File: src/rtl/spi_master_wide_if.sv
// spi_master_wide_if: ctrl register bus between a menu/OSD CPU (master) and the SPI block (slave).
interface spi_master_wide_if;
    logic        ctrl_wr;
    logic        ctrl_rd;
    logic [7:0]  ctrl_addr;
    logic [31:0] ctrl_wdat;
    logic [31:0] ctrl_rdat;
    logic        ctrl_done;
    modport master (output ctrl_wr, ctrl_rd, ctrl_addr, ctrl_wdat, input ctrl_rdat, ctrl_done);
    modport slave  (input ctrl_wr, ctrl_rd, ctrl_addr, ctrl_wdat, output ctrl_rdat, ctrl_done);
endinterface

File: src/rtl/spi_master_wide.sv
// spi_master_wide: register-bus SPI master, 1..DATA_WIDTH bits, all CPOL/CPHA modes, wide prescaler.
// Define SPI_MASTER_WIDE_LSB_EN to implement the MODE.lsb LSB-first shift order.
module spi_master_wide #(
    parameter int DATA_WIDTH = 32,
    parameter int CS_LENGTH  = 8,
    parameter int PRESC_W    = 16
) (
    input  logic                 clk,
    input  logic                 resetn,
    spi_master_wide_if.slave     bus,
    output logic [CS_LENGTH-1:0] spi_cs_n,
    output logic                 spi_sclk,
    output logic                 spi_mosi,
    input  logic                 spi_miso
);
    typedef enum logic [1:0] {IDLE, LEAD, SHIFT, TAIL} state_t;
    state_t state, state_nx;
    logic [PRESC_W-1:0]    presc, act_presc, hp;
    logic [CS_LENGTH-1:0]  cs;
    logic [DATA_WIDTH-1:0] data, mask, top, shifted;
    logic [5:0]            nbits, act_nbits, nb_w;
    logic [6:0]            edge_cnt;
    logic [31:0]           rval;
    logic cpol, cpha, act_cpol, act_cpha, lsb, tx_bit;
    logic is_wr, is_rd, data_wr, reg_acc, start, half_end, last_edge, busy;
    logic presc_wr, cs_wr, mode_wr, nbits_wr;

    assign is_wr     = bus.ctrl_wr && !bus.ctrl_done;
    assign is_rd     = bus.ctrl_rd && !bus.ctrl_wr && !bus.ctrl_done;
    assign presc_wr  = is_wr && bus.ctrl_addr == 8'h00;
    assign cs_wr     = is_wr && bus.ctrl_addr == 8'h04;
    assign data_wr   = is_wr && bus.ctrl_addr == 8'h08;
    assign mode_wr   = is_wr && bus.ctrl_addr == 8'h0C;
    assign nbits_wr  = is_wr && bus.ctrl_addr == 8'h10;
    // DATA writes complete from TAIL; everything else completes one cycle after acceptance
    assign reg_acc   = (is_wr && !data_wr) || is_rd;
    assign start     = data_wr && state == IDLE;
    assign busy      = state != IDLE;
    assign half_end  = state == SHIFT && hp == act_presc;
    assign last_edge = half_end && edge_cnt == {act_nbits, 1'b0} - 7'd1;
    assign nb_w      = bus.ctrl_wdat[5:0];
    assign mask      = {DATA_WIDTH{1'b1}} >> (7'(DATA_WIDTH) - {1'b0, act_nbits});
    assign top       = mask & ~(mask >> 1);

`ifdef SPI_MASTER_WIDE_LSB_EN
    logic act_lsb;
    always_ff @(posedge clk or negedge resetn)
        if (!resetn) begin
            lsb     <= 1'b0;
            act_lsb <= 1'b0;
        end else begin
            if (mode_wr) lsb <= bus.ctrl_wdat[2];
            if (start) act_lsb <= lsb;
        end
    assign tx_bit  = act_lsb ? data[0] : |(data & top);
    assign shifted = act_lsb ? (data >> 1) | (spi_miso ? top : '0)
                             : {data[DATA_WIDTH-2:0], spi_miso} & mask;
`else
    assign lsb     = 1'b0;
    assign tx_bit  = |(data & top);
    assign shifted = {data[DATA_WIDTH-2:0], spi_miso} & mask;
`endif

    always_ff @(posedge clk or negedge resetn)
        if (!resetn) state <= IDLE;
        else state <= state_nx;

    always_comb begin
        state_nx = state == IDLE  ? (start ? LEAD : IDLE) :
                   state == LEAD  ? SHIFT :
                   state == SHIFT ? (last_edge ? TAIL : SHIFT) : IDLE;
    end

    always_comb begin
        rval = bus.ctrl_addr == 8'h00 ? 32'(presc) :
               bus.ctrl_addr == 8'h04 ? 32'(cs) :
               bus.ctrl_addr == 8'h08 ? 32'(data) :
               bus.ctrl_addr == 8'h0C ? {29'b0, lsb, cpol, cpha} :
               bus.ctrl_addr == 8'h10 ? {26'b0, nbits} :
               bus.ctrl_addr == 8'h14 ? {31'b0, busy} : 32'b0;
    end

    always_ff @(posedge clk or negedge resetn)
        if (!resetn) begin
            presc         <= '0;
            cs            <= '1;
            data          <= '0;
            nbits         <= 6'd8;
            cpol          <= 1'b0;
            cpha          <= 1'b0;
            act_presc     <= '0;
            act_nbits     <= 6'd8;
            act_cpol      <= 1'b0;
            act_cpha      <= 1'b0;
            hp            <= '0;
            edge_cnt      <= '0;
            spi_cs_n      <= '1;
            spi_sclk      <= 1'b0;
            spi_mosi      <= 1'b0;
            bus.ctrl_done <= 1'b0;
            bus.ctrl_rdat <= '0;
        end else begin
            bus.ctrl_done <= reg_acc || last_edge;
            bus.ctrl_rdat <= is_rd ? rval : '0;
            if (presc_wr) presc <= bus.ctrl_wdat[PRESC_W-1:0];
            if (cs_wr) cs <= bus.ctrl_wdat[CS_LENGTH-1:0];
            if (mode_wr) {cpol, cpha} <= bus.ctrl_wdat[1:0];
            if (nbits_wr) nbits <= (nb_w == 6'd0 || nb_w > 6'(DATA_WIDTH)) ? 6'(DATA_WIDTH) : nb_w;
            // pins follow CS/MODE only between transfers, so a running frame is never disturbed
            if (state == IDLE) begin
                spi_cs_n <= cs_wr ? bus.ctrl_wdat[CS_LENGTH-1:0] : cs;
                spi_sclk <= mode_wr ? bus.ctrl_wdat[1] : cpol;
            end
            if (start) begin
                data      <= bus.ctrl_wdat[DATA_WIDTH-1:0];
                act_presc <= presc;
                act_nbits <= nbits;
                act_cpol  <= cpol;
                act_cpha  <= cpha;
            end
            if (state == LEAD) begin
                data     <= data & mask;
                spi_mosi <= tx_bit;
                spi_sclk <= act_cpol;
                hp       <= '0;
                edge_cnt <= '0;
            end
            if (state == SHIFT) begin
                hp <= half_end ? '0 : hp + 1'b1;
                if (half_end) begin
                    spi_sclk <= ~spi_sclk;
                    edge_cnt <= edge_cnt + 7'd1;
                    if (edge_cnt[0] == act_cpha) data <= shifted;
                    else if (!last_edge) spi_mosi <= tx_bit;
                end
            end
        end
endmodule

File: src/flat_wrapper.sv
// flat-port wrapper written by rule: the top's interface ports become plain ports
module spi_master_wide_flat 
#(
    parameter int DATA_WIDTH = 32,
    parameter int CS_LENGTH  = 8,
    parameter int PRESC_W    = 16
)
  (clk, resetn, spi_cs_n, spi_sclk, spi_mosi, spi_miso, bus_ctrl_wr, bus_ctrl_rd, bus_ctrl_addr, bus_ctrl_wdat, bus_ctrl_rdat, bus_ctrl_done);
  spi_master_wide_if bus_i ();
  input  logic clk;
  input  logic resetn;
  output logic [CS_LENGTH-1:0] spi_cs_n;
  output logic spi_sclk;
  output logic spi_mosi;
  input  logic spi_miso;
  input wire logic [$bits(bus_i.ctrl_wr)-1:0] bus_ctrl_wr;
  input wire logic [$bits(bus_i.ctrl_rd)-1:0] bus_ctrl_rd;
  input wire logic [$bits(bus_i.ctrl_addr)-1:0] bus_ctrl_addr;
  input wire logic [$bits(bus_i.ctrl_wdat)-1:0] bus_ctrl_wdat;
  output wire logic [$bits(bus_i.ctrl_rdat)-1:0] bus_ctrl_rdat;
  output wire logic [$bits(bus_i.ctrl_done)-1:0] bus_ctrl_done;
  assign bus_i.ctrl_wr = bus_ctrl_wr;
  assign bus_i.ctrl_rd = bus_ctrl_rd;
  assign bus_i.ctrl_addr = bus_ctrl_addr;
  assign bus_i.ctrl_wdat = bus_ctrl_wdat;
  assign bus_ctrl_rdat = bus_i.ctrl_rdat;
  assign bus_ctrl_done = bus_i.ctrl_done;
  spi_master_wide #(.DATA_WIDTH(DATA_WIDTH), .CS_LENGTH(CS_LENGTH), .PRESC_W(PRESC_W)) u_core (.clk(clk), .resetn(resetn), .bus(bus_i), .spi_cs_n(spi_cs_n), .spi_sclk(spi_sclk), .spi_mosi(spi_mosi), .spi_miso(spi_miso));
endmodule
File: config.mk
export PLATFORM = sky130hd
export DESIGN_NAME = spi_master_wide_flat
export DESIGN_NICKNAME = d
export VERILOG_FILES = /design/src/rtl/spi_master_wide_if.sv /design/src/rtl/spi_master_wide.sv /design/src/flat_wrapper.sv
export SDC_FILE = /design/constraint.sdc
export NUM_CORES = 1
export LEC_CHECK = 0
export CAP_MARGIN = 25
export CORE_MARGIN = 1.5
export CORE_UTILIZATION = 60
export CTS_CLUSTER_SIZE = 25
export DETAILED_ROUTE_END_ITERATION = 7
export MAX_ROUTING_LAYER = met4
export PLACE_DENSITY_LB_ADDON = 0.25
export SETUP_SLACK_MARGIN = 0.15
export SYNTH_ARGS = -nofsm -noshare
export SYNTH_HDL_FRONTEND = slang
export SYNTH_SLANG_ARGS = --single-unit
File: constraint.sdc
create_clock -name clk -period 4.6 [get_ports clk]
set_clock_uncertainty 0.2 [all_clocks]
set_input_delay 0.46 -clock clk [delete_from_list [all_inputs] [get_ports clk]]
set_output_delay 0.46 -clock clk [all_outputs]
set_load 0.01 [all_outputs]
Word-level counts from Yosys, hierarchy flattened
Index checks and enable logic that the tools add are counted.
{ "word_totals": {"out_inout_bits": 43, "word_cells": 99, "inputBits": 45, "reg_bits": 156} }
{ "op_classes": {"bitwise": 6, "n_shift": 1, "n_addsub": 4, "muxes": 35, "reduce_logical": 24, "magnitude_cmp": 1, "n_eq_ne": 10} }
{ "ops": {"columns": ["cell", "count"], "rows": [
  ["$mux W32", 11],
  ["$and A32 B32 Y32", 4],
  ["$mux W16", 3],
  ["$not A31 Y32", 1],
  ["$reduce_or A32 Y1", 1],
  ["$shr A32 B7 Y32 const A", 1],
  ["$mux W7", 3],
  ["$add A16 B1 Y16 const B", 1],
  ["$eq A16 B16 Y1", 1],
  ["$eq A8 B4 Y1 const B", 2],
  ["$eq A8 B5 Y1 const B", 2],
  ["$mux W1", 13],
  ["$logic_and A1 B1 Y1", 12],
  ["$eq A8 B3 Y1 const B", 1],
  ["$logic_not A8 Y1", 1],
  ["$mux W8", 1],
  ["$add A7 B1 Y7 const B", 1],
  ["$eq A7 B7 Y1", 1],
  ["$sub A6 B6 Y7 const A", 1],
  ["$sub A7 B1 Y7 const B", 1],
  ["$gt A6 B6 Y1 const B", 1],
  ["$logic_not A6 Y1", 1],
  ["$mux W2", 3],
  ["$mux W6", 1],
  ["8 further kinds", 13]
]} }

Depth between registers and ports, before layout
Gate-level depths: netlist (run 1).
{ "logic_depth": {"ltp_word": 11, "ltp_mapped": 14, "ltp_nobuf": 9} }

Least setup slack after synthesis (run 1)
Ideal clock, no wire load.
{ "synth_path": {"path_type": "register to register", "from": "register u_core.act_nbits[0]", "to": "register u_core.spi_mosi", "path_stages_with_launch": 13, "setup_time_ns": 0.133, "synth_period_minus_slack_ns": 3.079, "required_time_ns": 4.267, "path_slack_ns": 1.521, "t_arrival_ns": 2.746, "path_cell_list": "dfrtp_1 -> buf_1 -> clkbuf_1 -> inv_1 -> ha_1 -> buf_2 -> xnor2_2 -> nand2_1 -> or3_1 -> nand3_1 -> o32ai_1 -> nor4_1 -> a31oi_1"} }
{ "synth_between": {"elab_chain_len": 11} }
{ "synth_lines": {"columns": ["element", "line", "rtl"], "rows": [
  ["start, declared", "spi_master_wide.sv:21", "logic [5:0] nbits, act_nbits, nb_w;"],
  ["start signal, assigned", "spi_master_wide.sv:117", "act_nbits <= nbits;"],
  ["$sub A6 B6 Y7", "spi_master_wide.sv:42", "assign mask = {DATA_WIDTH{1'b1}} >> (7'(DATA_WIDTH) - {1'b0, act_nbits});"],
  ["$shr A32 B7 Y32", "spi_master_wide.sv:42", null],
  ["$not A31 Y32", "spi_master_wide.sv:43", "assign top = mask & ~(mask >> 1);"],
  ["$and A32 B32 Y32", "spi_master_wide.sv:43", null],
  ["$and A32 B32 Y32", "spi_master_wide.sv:60", "assign tx_bit = |(data & top);"],
  ["$reduce_or A32 Y1", "spi_master_wide.sv:60", null],
  ["$mux W1", "spi_master_wide.sv:121", "if (state == LEAD) begin"],
  ["$mux W1", "spi_master_wide.sv:134", "else if (!last_edge) spi_mosi <= tx_bit;"],
  ["$mux W1", "spi_master_wide.sv:133", "if (edge_cnt[0] == act_cpha) data <= shifted;"],
  ["$mux W1", "spi_master_wide.sv:130", "if (half_end) begin"],
  ["$mux W1 (*)", "spi_master_wide.sv:128", "if (state == SHIFT) begin"],
  ["end signal, assigned", "spi_master_wide.sv:123", "spi_mosi <= tx_bit;"],
  ["end signal, assigned", "spi_master_wide.sv:134", null],
  ["end, declared", "spi_master_wide.sv:13", "output logic spi_mosi,"]
]} }
Every way passes the cells marked *; elsewhere a longest branch is shown, timed or not.
A chain may end at the register's enable or synchronous reset.

Worst setup path after layout (run 1)
{ "layout_path": {"from": "register u_core.act_nbits[1]", "to": "register u_core.spi_mosi"} }
The elaborated chain is that of the path after synthesis.

==> results of run 1 <==
## cells by family after synthesis
logic type	count (synthesis)	synth area share (%)
AO/OA/AOI/OAI	202	15.0
XOR/XNOR	39	4.17
adder cells (fa/ha/maj)	6	0.862
buffers and inverters	87	4.54
flip-flops	156	45.1
multiplexers	95	12.1
AND/OR/NAND/NOR	291	18.3
## power groups by stage
stage	Sequential (mW)	Clock (mW)	Combinational (mW)
finish	1.81	1.43	0.683
global route	1.82	1.50	0.759
CTS	1.79	1.44	0.677
detailed placement	1.81	0	0.663
global placement	1.80	0	0.643
floorplan	1.71	0	0.462
## layout by cell type (no fill, tap or decap), types with 22 or more instances in the layout
cell	instances
dfrtp_1	138
clkdlybuf4s50_1	86
nor2_1	64
o21ai_0	61
mux2_2	51
nand3_1	49
nand2_1	47
mux2i_1	36
inv_1	29
a21oi_1	24
a31oi_1	24
and2_1	22
## final timing paths
path	cells after the start	startpoint	slack [ns]	end
worst max-delay path	9	u_core.act_nbits[1]	0.97	u_core.spi_mosi
min in group asynchronous	2	resetn	0.46	u_core.bus.ctrl_rdat[21]
max in group asynchronous	3	resetn	2.67	u_core.hp[8]
worst max register to register	9	u_core.act_nbits[1]	0.97	u_core.spi_mosi
worst min register to register	1	u_core.presc[14]	0.33	u_core.bus.ctrl_rdat[14]
worst min-delay path	1	u_core.presc[14]	0.33	u_core.bus.ctrl_rdat[14]
## state kept, by name, summed over array words and instances, names as in the netlist, 7 cells and up
register and count:
u_core.act_presc 16, u_core.bus.ctrl_rdat 32, u_core.cs 8, u_core.data 32, u_core.edge_cnt 7, u_core.hp 16, u_core.presc 16, u_core.spi_cs_n 8
## metal layers
| metal | up-vias | wire length [µm] |
|---|---|---|
| met2 | 388 | 11600 |
| li1 | 3319 | - |
| met5 | - | 0 |
| met1 | 3663 | 10400 |
| met4 | 0 | 702 |
| met3 | 60 | 1980 |
## cell type report
type / count / area share (%)
timing repair buffer: 103 / 9.88
tap: 180 / 2.19
clock buffer: 19 / 4.31
inverter: 29 / 1.06
sequential: 156 / 38.2
multi-input combinational: 633 / 42.8
clock inverter: 13 / 1.49
## synth_stat cells (all sizes together) (3+ instances only)
cell type / instances
a211oi: 5
a21o: 4
a21oi: 24
a22o: 11
a22oi: 7
a31oi: 24
a32oi: 6
a41oi: 6
and2: 22
and3: 21
buf: 24
clkbuf: 34
dfrtp: 138
dfstp: 18
ha: 6
inv: 29
mux2: 59
mux2i: 36
nand2: 47
nand2b: 8
nand3: 50
nand3b: 10
nand4: 14
nor2: 65
nor2b: 7
nor3: 16
nor3b: 4
nor4: 9
nor4b: 3
o211ai: 3
o21a: 3
o21ai: 70
o22ai: 12
o31ai: 8
o32ai: 4
or2: 5
or3: 4
xnor2: 17
xor2: 21
## stage by stage
stage	instance area [µm²]	setup WS, ns	std cells	hold slack (ns)	power (mW)
global placement	9650	1.06	1099	0.273	2.45
CTS	10300	1.06	1133	0.319	3.91
floorplan	8710	1.52	876	-0.0356	2.17
detailed placement	9660	1.01	1100	0.289	2.48
global route	10300	0.805	1133	0.351	4.09
finish	10300	0.973	1133	0.327	3.92
## timing repair
| item | CTS | global route |
|---|---|---|
| hold buffers | 1 | 0 |
| resized for setup | 0 | 0 |
| endpoints found under the hold margin | 73 | 0 |
==> out/results.ini, run 1 <==
[sta]
finalSetupTns_ns=0
worst_pin_slew_ns=0.928
slew_headroom_pct=38.1
slew_viol_final=0
max_freq_mhz=276
fin_crit_ns=3.63
rsz0062_at_grt=false
period_share_pct=78.8
finalSetupViolations=0
hold_viol_final=0

[layout]
area_delta_synth_final_pct=17.9
seq_area_um2=3930
nFillCells=993
antennaDiodeCount=0
drive_gt1_share_pct=15.2
nNetsFinal=991
multi_input_area_um2=4400
final_core_util_pct=73.1

[yosys]
yosys.area.top_type=dfrtp_1
async_reset_ff_share_pct=100
syn_area_um2=8710
syn_nets=927
syn_avg_cell_area_um2=9.94
syn_inst=876
ys_seq_area_share_pct=45.1
synth_flop_cell=dfrtp_1
yosys_warnings=0
synth_seq_cells=156
synth_top_area_share_pct=39.6
synth.distinct_cells=73
synth_edf_count=0
synth_area_leaders=dfrtp_1 40%, mux2_2 6.6%, dfstp_2 5.4%

[power]
p_int_mw=2.68
leakagePower_nw=4.40
p_per_area_nw_per_um2=382
p_switching_mw=1.25
clock_power_share_pct=36.5
netSwitchingFraction_pct=31.8
p_seq_share_pct=46.0
comb_power_share_pct=17.4
ir_drop_mv=0.265

[grt]
grt_usage_pct=34.8
grt_first_pass_wirelength_um=38700
grt_max_degree=88
met3_usage_pct=7.61
grt_pass1_vias=7038
grt_use_met1_pct=45.4
antenna_found_initial=0
met2_usage_pct=53.4
overflow=0
top_usage_layer=met2

[worst_setup_path]
crit_arrival_ns=3.72
cp-start-kind=flop
cp.required_ns=4.70
cp_max_fo=18
endpoint_kind=flop
slowest_stage=xor2_1
crit_chain=inv_1 -> ha_1 -> nor3b_2 -> xor2_1 -> xnor2_1 -> nor2b_1 -> a21oi_1 -> o2111a_1 -> a31oi_1
path_buf_inv=1
cp_top_family=XOR/XNOR gates
critPathKind=reg -> reg
critical_path.max_stage_delay_ns=0.65

[outcome]
status=completed

[clock_network]
cts.sinks=156
clk_pin_slew_ns=0.06
numCtsBuffers=17
post_cts_buffers=0
cts_root_buf=clkbuf_16
ctsLongestPathBuffers=2
htreeDepth=4
tritoncts=built
clock_latency_ns=0.43

[floorplanning]
die_w_um=123
start_util_pct=62.0
dieHeight_um=123
die_area_um2=15200
pin_count=88
rows=43
core_area_um2=14000

[route]
first_pass_iters=5
drtIter0Drc=719
drc=0
routed_wl_um=24800
drtAntennaViolNets=0
vias=7430
post_drt_wl_per_cell_um=21.8
avgViaCountPerCell=6.56

[hold_path]
min_path_type=reg -> reg

[placed_design]
gp_congestion=0.954
dp_hpwl_um=17200
port-buffer-count=87

[run]
cap_violations=0

(Power assumes the default switching activity.)
==> run 2, diff against run 1 <==
--- a/config.mk
+++ b/config.mk
@@ -7,7 +7,7 @@
 export LEC_CHECK = 0
 export CAP_MARGIN = 25
 export CORE_MARGIN = 1.5
-export CORE_UTILIZATION = 60
+export CORE_UTILIZATION = 52
 export CTS_CLUSTER_SIZE = 25
 export DETAILED_ROUTE_END_ITERATION = 7
 export MAX_ROUTING_LAYER = met4
==> constraint.sdc (replaced) <==
create_clock -name clk -period 3.2 [get_ports clk]
set_clock_uncertainty 0.2 [all_clocks]
set_input_delay 0.32 -clock clk [delete_from_list [all_inputs] [get_ports clk]]
set_output_delay 0.32 -clock clk [all_outputs]
set_load 0.01 [all_outputs]
==> out/results.ini, run 2 (synthesized netlist as in run 1, its figures left out) <==
[grt]
grt_first_pass_wirelength_um=37200
grt_usage_pct=28.1
antenna_found_initial=0
grt_pass1_vias=6808
grt_max_degree=76
overflow=0

[layout]
final_cell_mix=138 x dfrtp_1, 86 x clkdlybuf4s50_1, 64 x nor2_1, 61 x o21ai_0, 51 x mux2_2
multi_input_area_um2=4400
drive_gt1_share_pct=18.5
seq_area_um2=3930
area_delta_synth_final_pct=22.0
top_regs=u_core.bus.ctrl_rdat: 32 flops, u_core.data: 32 flops
nNetsFinal=1029
nFillCells=1318
final_cells=1211
antennaDiodeCount=0
layout_commonest_cell=dfrtp_1

[sta]
finalSetupViolations=0
rsz0062_at_grt=false
slew_headroom_pct=54.8
whs_ns=0.172
slew_viol_final=0
finalSetupTns_ns=0
period_share_pct=86.8
fin_crit_ns=2.78
worst_pin_slew_ns=0.676
max_freq_mhz=360
hold_viol_final=0

[floorplanning]
core_area_um2=16500
rows=47
dieHeight_um=132
start_util_pct=52.9
pin_count=88
die_w_um=132
die_area_um2=17500

[route]
drtIter0Drc=658
post_drt_wl_per_cell_um=19.0
drc=0
vias=7194
routed_wl_um=23000
drtAntennaViolNets=0
first_pass_iters=5
avgViaCountPerCell=5.94

[clock_network]
numCtsBuffers=17
tritoncts=built
clock_latency_ns=0.44
cts.sinks=156
ctsLongestPathBuffers=2
cts_root_buf=clkbuf_16
clk_pin_slew_ns=0.07
htreeDepth=4

[run]
cap_violations=0

[placed_design]
dp_hpwl_um=16500
port-buffer-count=87
gp_congestion=0.937
dp.cells=1178

[outcome]
status=completed

[worst_setup_path]
timing.rr.start=u_core.act_nbits[0]
cp.required_ns=3.36
critPathKind=reg -> reg
crit_arrival_ns=2.94
r2r_end=u_core.spi_mosi
endpoint_kind=flop
cp-start-kind=flop
r2r_slack_ns=0.42
reg2regPathDepth=10
cp_max_fo=16

[power]
leakagePower_nw=4.59
finalPower_mw=5.54
ir_drop_mv=0.420
p_per_area_nw_per_um2=521

[hold_path]
min_path_type=in -> async

## run 2: layout make-up
type | instances | share of cell area, %
multi-input cells | 633 | 41.4
clock buffers | 19 | 4.17
flip-flops and latches | 156 | 37.0
clock inverters | 13 | 1.24
well taps | 220 | 2.59
repair buffers | 141 | 12.6
inverters | 29 | 1.02
## run 2: worst max-delay path, stage by stage (launching register included)
cell      delay [ns]
dfrtp_1         0.40
inv_1           0.08
ha_1            0.18
buf_4           0.21
xor2_1          0.57
xnor2_1         0.19
nand4_1         0.14
nor2b_1         0.18
a21oi_1         0.12
o2111a_1        0.25
a31oi_1         0.17
## run 2: how the worst max path moves through the flow
| stage | start | end | slack (ns) |
|---|---|---|---|
| after floorplan | u_core.act_nbits[0] | u_core.spi_mosi | 0.22 |
| after global routing | u_core.act_nbits[0] | u_core.spi_mosi | 0.24 |
| final | u_core.act_nbits[0] | u_core.spi_mosi | 0.42 |
| after global placement | bus_ctrl_addr[7] | u_core.spi_cs_n[6] | 0.25 |
| after CTS | u_core.act_nbits[0] | u_core.spi_mosi | 0.46 |
| after detailed placement | bus_ctrl_addr[7] | u_core.spi_cs_n[7] | 0.20 |
## run 2: power breakdown
group          total [mW]  internal [mW]  switching, mW
Combinational       0.990          0.469          0.521
Sequential           2.58           2.21          0.365
Clock                1.97           1.11          0.860
Total                5.54           3.79           1.75
## run 2: routing by layer
layer  vias up  part of all wire [%]  GRT usage, %
met5         -                     0             -
met4         0                   2.5          10.6
met3        49                   6.0          5.36
met2       279                    46          42.3
met1      3460                    45          37.9
li1       3406                     -             -
## run 2: what timing repair did
item	4_1_cts	5_1_grt
hold buffers	1	0
setup buffers	0	0
hold endpoints to repair	43	0
resized for setup	0	0
## run 2: through the flow
stage	utilization [%]	area, µm²	setup WS [ns]
2_1_floorplan	-	8710	0.219
3_3_place_gp	61.0	10000	0.247
3_5_place_dp	61.0	10000	0.199
4_1_cts	64.5	10600	0.461
5_1_grt	64.5	10600	0.241
6_report	64.5	10600	0.422
